==> config.mk <==
export PLATFORM = sky130hd
export DESIGN_NAME = instr_fetch_ctrl_flat
export DESIGN_NICKNAME = d
export VERILOG_FILES = /design/src/rtl/instr_fetch_ctrl_if.sv /design/src/rtl/instr_fetch_ctrl.sv /design/src/flat_wrapper.sv
export SDC_FILE = /design/constraint.sdc
export NUM_CORES = 1
export LEC_CHECK = 0
export CAP_MARGIN = 25
export CORE_ASPECT_RATIO = 0.9
export CORE_MARGIN = 8
export CORE_UTILIZATION = 28
export DETAILED_ROUTE_END_ITERATION = 8
export PLACE_DENSITY = 0.65
export SETUP_SLACK_MARGIN = 0.5
export SLEW_MARGIN = 25
export SYNTH_ARGS = -nofsm -noshare
export SYNTH_HDL_FRONTEND = slang
export SYNTH_SLANG_ARGS = --single-unit
==> constraint.sdc <==
create_clock -name clk -period 5.1 [get_ports clk]
set_clock_uncertainty 0.1 [all_clocks]
set_input_delay 0.51 -clock clk [delete_from_list [all_inputs] [get_ports clk]]
set_output_delay 0.51 -clock clk [all_outputs]
set_load 0.03 [all_outputs]
==> src/rtl/instr_fetch_ctrl_if.sv <==
// Fetch-side bus bundle: instruction ROM port, fetch-to-decode handshake and branch redirect.
interface instr_fetch_ctrl_if;
  logic [15:0] rom_addr;
  logic [31:0] rom_data;
  logic [31:0] if_instr;
  logic [15:0] if_pc;
  logic        if_valid;
  logic        id_ready;
  logic        br_taken;
  logic [15:0] br_target;

  modport master (
    output rom_addr, if_instr, if_pc, if_valid,
    input  rom_data, id_ready, br_taken, br_target
  );

  modport slave (
    input  rom_addr, if_instr, if_pc, if_valid,
    output rom_data, id_ready, br_taken, br_target
  );
endinterface

==> src/rtl/instr_fetch_ctrl.sv <==
// Instruction fetch controller: walks a PC through the ROM from RESET_PC to END_PC,
// presenting one registered instruction at a time to decode, with stall and branch redirect.
module instr_fetch_ctrl #(
  parameter logic [15:0] RESET_PC = 16'h0000,
  parameter logic [15:0] END_PC   = 16'h0003
) (
  input  logic                  clk,
  input  logic                  rst_n,
  input  logic                  start,
  instr_fetch_ctrl_if.master    bus,
  output logic                  halted,
  output logic [15:0]           fetch_cnt
);
  localparam int unsigned AW = 16;
  localparam int unsigned DW = 32;

  typedef enum logic [1:0] {
    S_IDLE  = 2'd0,
    S_FETCH = 2'd1,
    S_HALT  = 2'd2
  } state_t;

  state_t        state, state_d;
  logic [AW-1:0] pc, pc_d;
  logic [DW-1:0] instr, instr_d;
  logic [AW-1:0] ipc, ipc_d;
  logic          valid, valid_d;
  logic [15:0]   cnt, cnt_d;
  logic          xfer;

  assign xfer = valid & bus.id_ready;

  // State and datapath registers
  always_ff @(posedge clk or negedge rst_n) begin
    if (!rst_n) begin
      state  <= S_IDLE;
      pc     <= RESET_PC;
      instr  <= '0;
      ipc    <= '0;
      valid  <= 1'b0;
      cnt    <= '0;
      halted <= 1'b0;
    end else begin
      state  <= state_d;
      pc     <= pc_d;
      instr  <= instr_d;
      ipc    <= ipc_d;
      valid  <= valid_d;
      cnt    <= cnt_d;
      halted <= (state_d == S_HALT);
    end
  end

  // Next-state and datapath update; branch outranks stall, fetch and end detection
  always_comb begin
    state_d = state;
    pc_d    = pc;
    instr_d = instr;
    ipc_d   = ipc;
    valid_d = valid;
    cnt_d   = cnt;

    if (xfer && (cnt != 16'hFFFF)) begin
      cnt_d = cnt + 16'(1);
    end

    unique case (state)
      S_IDLE: begin
        if (start) begin
          state_d = S_FETCH;
        end
      end
      S_FETCH: begin
        if (bus.br_taken) begin
          pc_d    = bus.br_target;
          valid_d = 1'b0;
        end else if (!valid || bus.id_ready) begin
          instr_d = bus.rom_data;
          ipc_d   = pc;
          valid_d = 1'b1;
          pc_d    = pc + AW'(1);
          if (pc == END_PC) begin
            state_d = S_HALT;
          end
        end
      end
      S_HALT: begin
        if (bus.br_taken) begin
          pc_d    = bus.br_target;
          valid_d = 1'b0;
          state_d = S_FETCH;
        end else if (xfer) begin
          valid_d = 1'b0;
        end
      end
      default: state_d = S_IDLE;
    endcase
  end

  assign bus.rom_addr = pc;
  assign bus.if_instr = instr;
  assign bus.if_pc    = ipc;
  assign bus.if_valid = valid;
  assign fetch_cnt    = cnt;
endmodule

==> src/flat_wrapper.sv <==
// flat-port wrapper written by rule: the top's interface ports become plain ports
module instr_fetch_ctrl_flat 
#(
  parameter logic [15:0] RESET_PC = 16'h0000,
  parameter logic [15:0] END_PC   = 16'h0003
)
  (clk, rst_n, start, halted, fetch_cnt, bus_rom_addr, bus_if_instr, bus_if_pc, bus_if_valid, bus_rom_data, bus_id_ready, bus_br_taken, bus_br_target);
  instr_fetch_ctrl_if bus_i ();
  input  logic clk;
  input  logic rst_n;
  input  logic start;
  output logic halted;
  output logic [15:0] fetch_cnt;
  output wire logic [$bits(bus_i.rom_addr)-1:0] bus_rom_addr;
  output wire logic [$bits(bus_i.if_instr)-1:0] bus_if_instr;
  output wire logic [$bits(bus_i.if_pc)-1:0] bus_if_pc;
  output wire logic [$bits(bus_i.if_valid)-1:0] bus_if_valid;
  input wire logic [$bits(bus_i.rom_data)-1:0] bus_rom_data;
  input wire logic [$bits(bus_i.id_ready)-1:0] bus_id_ready;
  input wire logic [$bits(bus_i.br_taken)-1:0] bus_br_taken;
  input wire logic [$bits(bus_i.br_target)-1:0] bus_br_target;
  assign bus_rom_addr = bus_i.rom_addr;
  assign bus_if_instr = bus_i.if_instr;
  assign bus_if_pc = bus_i.if_pc;
  assign bus_if_valid = bus_i.if_valid;
  assign bus_i.rom_data = bus_rom_data;
  assign bus_i.id_ready = bus_id_ready;
  assign bus_i.br_taken = bus_br_taken;
  assign bus_i.br_target = bus_br_target;
  instr_fetch_ctrl #(.RESET_PC(RESET_PC), .END_PC(END_PC)) u_core (.clk(clk), .rst_n(rst_n), .start(start), .bus(bus_i), .halted(halted), .fetch_cnt(fetch_cnt));
endmodule
==> results.py <==
metrics = {
    "run_status": {
        "outcome": "finished clean",
    },
    "flow_run": {
        "drv_cap": 0,
    },
    "sta": {
        "finalWorstPathRequiredPeriod_ps": 2370,
        "clock.fmax_mhz": 422,
        "timing.final.crit_share": 0.465,
        "final-setup-viol-count": 0,
        "slew_viol_final": 0,
        "max_slew_margin": 0.545,
        "setup_tns_ps": 0,
        "worstMarginPinSlew_ps": 680,
        "hold_violations": 0,
        "rsz0062_at_grt": "no",
        "setup_slack_ps": 2730,
    },
    "grt": {
        "grt_remaining_overflow": 0,
        "grt_antenna_before_repair": 0,
        "grt_usage": 0.124,
        "grt_pass1_wl_um": 17900,
        "grt_max_degree": 50,
        "grt_pass1_vias": 3333,
    },
    "pwr": {
        "sequentialPowerShare": 0.320,
        "power_frac_clock": 0.191,
        "p_int_w": 0.00231,
        "power.leakage_nw": 2.40,
        "cellPowerDensity_nw_per_um2": 668,
        "p_sw_w": 0.00160,
        "vdd_drop_max_mv": 0.188,
        "total_power_w": 0.00391,
        "swShare": 0.410,
        "combPwrFrac": 0.490,
    },
    "layout": {
        "num_antenna_cells": 0,
        "fin_util": 0.419,
        "drive_gt1_frac": 0.165,
        "final_nets": 534,
        "syn2layout_area_growth_pct": 46.8,
    },
    "worst_setup_path": {
        "worst-path-max-fanout": 17,
        "cp-end-kind": "flip-flop",
        "crit_arrival_ps": 2490,
        "cp_num_cells": 5,
        "critPathSlowestCell": "clkdlybuf4s50_1",
        "path_cells": "clkdlybuf4s50_1, mux2_2, nand2_1, a32o_1, a211o_1",
        "crit_path_start_kind": "input pin",
        "r2r_cells": 6,
        "crit_family": "buffers and inverters",
        "criticalPathCategory": "in -> reg",
        "path_buf_inv": 1,
        "required_ps": 5220,
        "slowest_delay_ps": 750,
        "r2r_slack_ps": 2840,
    },
    "detailed_routing": {
        "drc": 0,
        "wl_um": 11200,
        "firstDrtPassIters": 4,
        "drt-initial-drc-count": 190,
        "vias": 3286,
        "viasPerCell": 4.89,
        "routedWlPerCell_um": 16.7,
        "drtAntennaViolNets": 0,
    },
    "die": {
        "rows": 41,
        "die_w_um": 142,
        "die_h_um": 129,
        "dieArea_um2": 18300,
        "start_util": 0.286,
        "core_area_um2": 14000,
        "ioPinCount": 135,
    },
    "clock_network": {
        "root_buffer": "clkbuf_16",
        "post_cts_buffers": 0,
        "postCtsHoldBufs": 0,
        "cts_sinks": 84,
        "cts_buffers": 9,
        "cts_tree": "done",
        "cts_resized": 0,
        "cts-htree-levels": 3,
        "clk_path_buf_depth": 2,
        "clkTransAtPathRegs_ps": 60,
        "clock_latency_ps": 340,
    },
    "synth": {
        "yosysSeqAreaShare": 0.527,
        "syn_area_per_cell_um2": 11.5,
        "synthArstFlopShare": 1.00,
        "ys_ff_latch": 84,
        "synthFlopType": "dfrtp_1",
        "synth_edf_count": 0,
        "yosys-top-cells-count": "84 x dfrtp_1, 50 x mux2_2, 19 x nor2_1, 17 x a21oi_1, 17 x nand2_1",
        "postSynthCellCount": 347,
        "synthesis.nets": 406,
        "netlist.area_leader.share": 0.527,
        "ys_top_cells_by_area": "dfrtp_1 53%, mux2_2 14%, a21oi_1 2.1%",
        "yosys_warnings": 0,
        "yosysUniqueCellTypes": 51,
        "synth_most_common_cell": "dfrtp_1",
        "yosysTopAreaCell": "dfrtp_1",
        "syn_area_um2": 3990,
    },
    "placed_design": {
        "dpl.hpwl_um": 8390,
        "place_ws_ps": 2280,
        "portBuffers": 134,
        "place.gp.congestion": 0.858,
    },
    "min_path": {
        "worstHoldPathType": "in -> async",
    },
}
==> logic make-up after synthesis <==
group / Yosys count / share of synthesized area
and+or+nand+nor: 96 / 0.131
DFF: 84 / 0.527
AOI/OAI and AO/OA: 63 / 0.108
muxes: 51 / 0.144
buffers and inverters: 32 / 0.0377
xor gates and xnor gates: 15 / 0.0330
adders and majority gates: 6 / 0.0188
==> layout by cell type (no fill, tap or decap), types with 7 or more instances in the layout <==
master / n
mux2_2: 50
nand3_1: 14
nand4_1: 13
inv_1: 13
xnor2_1: 7
clkdlybuf4s50_1: 133
nor2_1: 19
a21oi_1: 17
clkbuf_16: 9
nand2_1: 16
o21ai_0: 9
dfrtp_1: 84
xor2_1: 8
==> area by class of cell <==
class	instances	area, um2
Fill cell	1333	8100
Inverter	13	48.8
Clock inverter	4	97.6
Timing Repair Buffer	136	1380
Tap cell	193	241
Multi-Input combinational cell	231	1740
Clock buffer	11	243
Sequential cell	84	2100
==> sequential cells by signal, indices dropped and copies added (netlist names) <==
register and flops:
u_core.bus.if_instr 32, u_core.state 2, u_core.fetch_cnt 16, u_core.bus.if_valid 1
u_core.bus.if_pc 16, u_core.bus.rom_addr 16, u_core.halted 1
==> worst paths after layout <==
kind / start / endpoint
setup / recovery: bus_br_taken / u_core.bus.rom_addr[14]
setup reg to reg: u_core.state[0] / u_core.bus.rom_addr[14]
min in group clk: u_core.bus.if_instr[23] / u_core.bus.if_instr[23]
max in group asynchronous: rst_n / u_core.bus.if_instr[12]
hold reg to reg: u_core.bus.if_instr[23] / u_core.bus.if_instr[23]
hold / removal: rst_n / u_core.bus.if_pc[3]
==> power groups by stage <==
| stage | sequential (W) | combinational (W) | clock (W) |
|---|---|---|---|
| 2_1_floorplan | 0.00174 | 0.000615 | 0 |
| 3_3_place_gp | 0.00125 | 0.00190 | 0 |
| 3_5_place_dp | 0.00126 | 0.00193 | 0 |
| 4_1_cts | 0.00125 | 0.00194 | 0.000770 |
| 5_1_grt | 0.00130 | 0.00203 | 0.000797 |
| 6_report | 0.00125 | 0.00191 | 0.000745 |
==> worst reg2reg max path: cells and delay by family (launching register included) <==
kind	cells	cell delay, ps
and+or+nand+nor	2	530
adders and majority gates	1	310
muxes	1	380
buffers and inverters	1	110
DFF	1	410
AOI/OAI and AO/OA	1	310
==> layer usage <==
layer  routed length [um]  vias to the layer above  GRT usage
li1                     -                     1522          -
met2                 5180                      114      0.197
met3                  827                       21     0.0371
met1                 4940                     1629      0.149
met4                  289                        0     0.0681
met5                    0                        -          0
==> metrics by stage <==
step / hold WS [ps] / cells / instance area, um2
6_report: 34.3 / 672 / 5850
4_1_cts: 43.1 / 671 / 5840
3_3_place_gp: 386 / 655 / 5470
2_1_floorplan: 114 / 347 / 3990
3_5_place_dp: 394 / 656 / 5500
5_1_grt: 69.0 / 672 / 5850
(Power assumes the default switching activity.)
